--- config.mk ---
export PLATFORM = sky130hd
export DESIGN_NAME = imem_loader
export DESIGN_NICKNAME = d
export VERILOG_FILES = /design/src/rtl/imem_loader_pkg.sv /design/src/rtl/imem_loader_timeout.sv /design/src/rtl/imem_loader.sv
export SDC_FILE = /design/constraint.sdc
export NUM_CORES = 1
export LEC_CHECK = 0
export ABC_AREA = 1
export BUFFER_PORTS_ARGS = -buffer_cell sky130_fd_sc_hd__buf_2
export CORE_ASPECT_RATIO = 0.9
export CORE_MARGIN = 2
export CORE_UTILIZATION = 52
export DETAILED_ROUTE_END_ITERATION = 8
export PLACE_DENSITY = 0.81
export SYNTH_ARGS = -nofsm -noshare
export SYNTH_HDL_FRONTEND = slang
export SYNTH_HIERARCHICAL = 1
export SYNTH_SLANG_ARGS = --single-unit
--- constraint.sdc ---
create_clock -name clk -period 2.5 [get_ports clk]
set_clock_uncertainty 0.2 [all_clocks]
set_input_delay 0.125 -clock clk [delete_from_list [all_inputs] [get_ports clk]]
set_output_delay 0.125 -clock clk [all_outputs]
set_load 0.005 [all_outputs]
--- src/rtl/imem_loader_pkg.sv ---
// imem_loader shared definitions.
// Loader FSM state encodings and the byte-per-word constant.
package imem_loader_pkg;

    typedef enum logic [2:0] {
        S_IDLE   = 3'd0,
        S_LEN_LO = 3'd1,
        S_LEN_HI = 3'd2,
        S_DATA   = 3'd3,
        S_WRITE  = 3'd4,
        S_DONE   = 3'd5,
        S_ERR    = 3'd6
    } state_t;

    localparam int BYTES_PER_WORD = 4;

endpackage

--- src/rtl/imem_loader_timeout.sv ---
// loader_timeout: loadable down-counter for inter-byte timeout.
// Ports: clk, reset, clr (reload), en (count), expired (Nth idle cycle).
module loader_timeout #(
    parameter int TIMEOUT_CYCLES = 65535
) (
    input  logic clk,
    input  logic reset,
    input  logic clr,
    input  logic en,
    output logic expired
);

    localparam int CW = (TIMEOUT_CYCLES > 1) ?
                        $clog2(TIMEOUT_CYCLES + 1) : 1;
    localparam logic [CW-1:0] LOAD = CW'(TIMEOUT_CYCLES);
    localparam logic [CW-1:0] ONE  = CW'(1);
    localparam bit ENABLED = (TIMEOUT_CYCLES != 0);

    logic [CW-1:0] cnt;

    always_ff @(posedge clk) begin
        if (reset) begin
            cnt <= '0;
        end else if (clr) begin
            cnt <= LOAD;
        end else if (en && cnt != '0) begin
            cnt <= cnt - ONE;
        end
    end

    // Fires during the idle cycle that completes the allowed budget.
    // Independent of clr so the FSM can give a transfer priority.
    assign expired = ENABLED && en && (cnt == ONE);

endmodule

--- src/rtl/imem_loader.sv ---
// imem_loader: byte stream to instruction memory write port.
// Ports: start/rx stream in; mem_we/addr/wdata out; busy/done/error status.
module imem_loader
    import imem_loader_pkg::*;
#(
    parameter int DEPTH          = 256,
    parameter int ADDR_W         = 8,
    parameter int TIMEOUT_CYCLES = 65535
) (
    input  logic              clk,
    input  logic              reset,
    input  logic              start,
    input  logic [7:0]        rx_data,
    input  logic              rx_valid,
    output logic              rx_ready,
    output logic              mem_we,
    output logic [ADDR_W-1:0] mem_addr,
    output logic [31:0]       mem_wdata,
    output logic              busy,
    output logic              done,
    output logic              error,
    output logic [ADDR_W:0]   words_loaded
);

    localparam logic [16:0] DEPTH_L = 17'(DEPTH);
    localparam logic [1:0]  LAST_IDX = 2'(BYTES_PER_WORD - 1);

    state_t      state, state_n;
    logic [15:0] len;
    logic [15:0] len_full;
    logic [1:0]  idx;
    logic        xfer;
    logic        tmo_en, tmo_clr, tmo_exp;
    logic [ADDR_W:0] wl_inc;
    logic [15:0] wl_ext;

    assign xfer     = rx_valid & rx_ready;
    assign len_full = {rx_data, len[7:0]};
    assign wl_inc   = words_loaded + 1'b1;
    assign wl_ext   = 16'(wl_inc);

    always_comb begin
        rx_ready = 1'b0;
        mem_we   = 1'b0;
        busy     = 1'b0;
        done     = 1'b0;
        error    = 1'b0;
        unique case (state)
            S_LEN_LO, S_LEN_HI, S_DATA: begin
                rx_ready = 1'b1;
                busy     = 1'b1;
            end
            S_WRITE: begin
                mem_we = 1'b1;
                busy   = 1'b1;
            end
            S_DONE: done = 1'b1;
            S_ERR:  error = 1'b1;
            default: ;
        endcase
    end

    assign tmo_en  = rx_ready;
    assign tmo_clr = xfer | (state_n != state);

    loader_timeout #(
        .TIMEOUT_CYCLES(TIMEOUT_CYCLES)
    ) u_timeout (
        .clk    (clk),
        .reset  (reset),
        .clr    (tmo_clr),
        .en     (tmo_en),
        .expired(tmo_exp)
    );

    always_ff @(posedge clk) begin
        if (reset) state <= S_IDLE;
        else       state <= state_n;
    end

    always_comb begin
        state_n = state;
        unique case (state)
            S_IDLE, S_DONE, S_ERR: begin
                if (start) state_n = S_LEN_LO;
            end
            S_LEN_LO: begin
                if (xfer)         state_n = S_LEN_HI;
                else if (tmo_exp) state_n = S_ERR;
            end
            S_LEN_HI: begin
                if (xfer) begin
                    if (len_full == 16'd0)
                        state_n = S_DONE;
                    else if ({1'b0, len_full} > DEPTH_L)
                        state_n = S_ERR;
                    else
                        state_n = S_DATA;
                end else if (tmo_exp) begin
                    state_n = S_ERR;
                end
            end
            S_DATA: begin
                if (xfer) begin
                    if (idx == LAST_IDX) state_n = S_WRITE;
                end else if (tmo_exp) begin
                    state_n = S_ERR;
                end
            end
            S_WRITE: begin
                if (wl_ext == len) state_n = S_DONE;
                else               state_n = S_DATA;
            end
            default: state_n = S_IDLE;
        endcase
    end

    always_ff @(posedge clk) begin
        if (reset) begin
            mem_addr     <= '0;
            mem_wdata    <= '0;
            words_loaded <= '0;
            idx          <= '0;
            len          <= '0;
        end else begin
            unique case (state)
                S_IDLE, S_DONE, S_ERR: begin
                    if (start) begin
                        mem_addr     <= '0;
                        words_loaded <= '0;
                        idx          <= '0;
                    end
                end
                S_LEN_LO: begin
                    if (xfer) len[7:0] <= rx_data;
                end
                S_LEN_HI: begin
                    if (xfer) len[15:8] <= rx_data;
                end
                S_DATA: begin
                    if (xfer) begin
                        mem_wdata[{idx, 3'b000} +: 8] <= rx_data;
                        idx <= idx + 2'd1;
                    end
                end
                S_WRITE: begin
                    mem_addr     <= mem_addr + 1'b1;
                    words_loaded <= wl_inc;
                end
                default: ;
            endcase
        end
    end

endmodule

==> metrics.txt <==
status=finished, violations left; failing checks=setup timing; critical-path cell list=nor2_2, nand2_2, nor2_4, inv_2, nor3_4, nor4_1, a21oi_1, nand3_1, nand2_1, nand2_1, nor2_2, nand3_4, clkinv_8, buf_8, nand3_1, a21oi_2; delay-heaviest family, CP=simple AND/OR/NAND/NOR gates; total CTS buffers=9; # diodes=0; CP endpoint=u_timeout/cnt[9]; router iterations before antenna repair=4; final hold vios=0; leakage power=2.607 nW; Worst setup EP type=flip-flop; Slew Viols, Final=0; I/O pins=66; worst-path fanout max=6; power density cells=778.4 mW/mm^2; Area growth syn-to-layout=23.76%; placed cell areas=between 0.005 and 0.006 mm^2; Post-route DRC=0; Die ar.=between 0.009 and 0.01 mm^2; crit path buf inv count=3; final setup vio count=7; Post-Place Cells=876; Setup crit start=u_timeout/cnt[9]; Syn Nets=slightly above 700; DRT iter0 DRCs=approximately 250; area leader, netlist=dfxtp_1; Reg clk slew, reported paths=0.10 ns; Initial Utilization=53.71%; reg-to-reg critical path startpoint=u_timeout/cnt[9]; Max Clock Freq=0.3968 GHz; Synth Flop Type=dfxtp_1; share of layout cells above drive strength 1=~25%; post-route cell area=0.005722 mm^2; Tightest Pin Transition=0.5183 ns; start point of the worst min-delay path=start; Avg Synthesized Cell Area=6.749 um^2; RSZ-0062 raised after global routing=yes; Seq/Total Area, Yosys=37.24%; R2R depth=16; most frequent cells in the layout=nand2_1, dfxtp_1, nor2_1; Detailed Place HPWL=8.376 mm; row cnt=32; largest net degree at the start of global routing=45; CP required=around 2.6 ns; CP peak stage delay=0.34 ns; worst skew pair latency=0.36 ns; HP Class=primary input to flip-flop; CP Depth=16; first-pass GRT wire length=slightly above 20 mm; ANT nets after route=0; die height=93.45 um; CP Launch Type=flip-flop; fin nets=802; Placer Congestion=0.9218; Final Cycle Share=100.8%; H-tree Lvls=3; CP Data Arrival Time=approximately 2.6 ns; Core ar.=0.008608 mm^2; Syn Inst Count=685; CTS tree=yes; final worst slack=-0.02010 ns; post-synth cell types=38; TritonCTS Sinks=86; WL/cell=13.88 um; Reg2Reg Setup Slack=-0.02 ns; maxcap violations=0; Post-Syn Area=around 0.0046 mm^2; Ys Warns=6; vias per cell=5.418; IO Port Bufs=65; Post-synth ARST share=0%; final cell count without fillers=904; slowest CP cell=dfxtp_1; clock tree root buffer cell=clkbuf_8; WS Path Type=flip-flop to flip-flop; Max IR drop VDD=0.4144 mV; min Tclk post-route=2.520 ns; area share of the largest cell type after synthesis=between 30% and 40%; number of synthesized flops with an enable pin=0; most common cell after layout, fill and taps aside=nand2_1; main area contributors after synthesis=dfxtp_1, nand2_1, a21oi_1; total track usage=25.89%; Final Routed Wirelength=12.55 mm; vias in the first global route=4579; Max clock buf depth=2; Die Span X=just over 100 um; reg2reg end=u_timeout/cnt[9]; Slew headroom=65.45%; Yosys reg bits=86; vias post-DR=4898; grt total ovfl=0; initial antenna violation count=0
-- routing by layer --
layer  global-route usage [%]  vias up  wire length (um)
li1                         -     2430                 -
met1                    33.21     2253              5517
met2                    43.55      190              5997
met3                    5.306       25               817
met4                    7.566        0               214
met5                        0        -                 0
-- worst register-to-register path, delay by kind of cell (launching register included) --
family	cells	cell delay, ns
flip-flops	1	0.34
AO/OA/AOI/OAI	2	0.37
AND/OR/NAND/NOR	11	1.23
buffers and inverters	3	0.30
-- stage by stage --
stage	setup slack (ns)	TNS, ns	utilization [%]	hold slack [ns]	power (W)
final	-0.02010	-0.05056	66.47	0.01476	0.004454
after global routing	-0.2092	-2.815	66.47	0.03825	0.004738
after CTS	0.008940	0	63.79	0.004355	0.004196
after detailed placement	-0.09439	-0.8858	60.26	0.2616	0.003140
after global placement	0.04422	0	60.26	0.2448	0.003080
after floorplan	0.001071	0	-	0.05991	0.002712
-- cell type report --
cell class,count,area (um^2)
clock buffers,9,123.9
clock inverters,7,77.57
fillers,743,2887
inverters,73,291.5
multi-input cells,503,2624
flip-flops and latches,86,1730
well taps,119,148.9
repair buffers,107,725.7
-- synth_stat cells (6+ instances only) --
| master | n |
|---|---|
| nand2_1 | 152 |
| ha_1 | 10 |
| nand3_1 | 71 |
| dfxtp_1 | 86 |
| clkbuf_1 | 9 |
| nand2_2 | 7 |
| inv_2 | 7 |
| a21oi_1 | 72 |
| nor3_1 | 6 |
| nor2_1 | 83 |
| nor2_4 | 6 |
| o21ai_0 | 50 |
| inv_1 | 62 |
| nor2_2 | 6 |
-- flip-flops by register name, indices dropped and copies added, names as in the netlist --
| register | flops |
|---|---|
| len | 16 |
| u_timeout/cnt | 16 |
| mem_wdata | 32 |
| mem_addr | 8 |
| words_loaded | 9 |
| state | 3 |
| idx | 2 |
-- power by group --
part / total [W] / switching (W) / internal (W)
Clock: 0.00104 / 0.000562 / 0.000477
Combinational: 0.00179 / 0.00108 / 0.000704
Sequential: 0.00163 / 0.000122 / 0.00150
Total: 0.00445 / 0.00177 / 0.00268
-- repair_timing --
item | in CTS | in global routing
setup buffers | 0 | 2
hold endpoints to repair | 42 | 0
hold buffers | 9 | 0
setup endpoints to repair | 16 | 16
gates cloned | 0 | 2
pin swaps | 0 | 23
resized for setup | 4 | 50
-- kinds of logic (layout without fill, tap and decap cells) --
family          after synthesis  in the layout  share of synthesized area, %
flops                        86             86                         37.24
xor+xnor                      1              1                        0.1895
compound gates              139            139                         16.10
simple gates                353            353                         34.67
fa+ha+maj                    10             10                         2.706
buf+inv                      96            196                         9.093
-- worst min path at each step --
stage	depth (start not counted)	endpoint	slack, ns
after floorplan	2	len[3]	0.06
after global placement	2	len[14]	0.24
after detailed placement	2	mem_wdata[18]	0.26
after CTS	4	state[1]	0.004
after global routing	4	state[1]	0.04
final	4	state[1]	0.01
(Power assumes the default switching activity.)
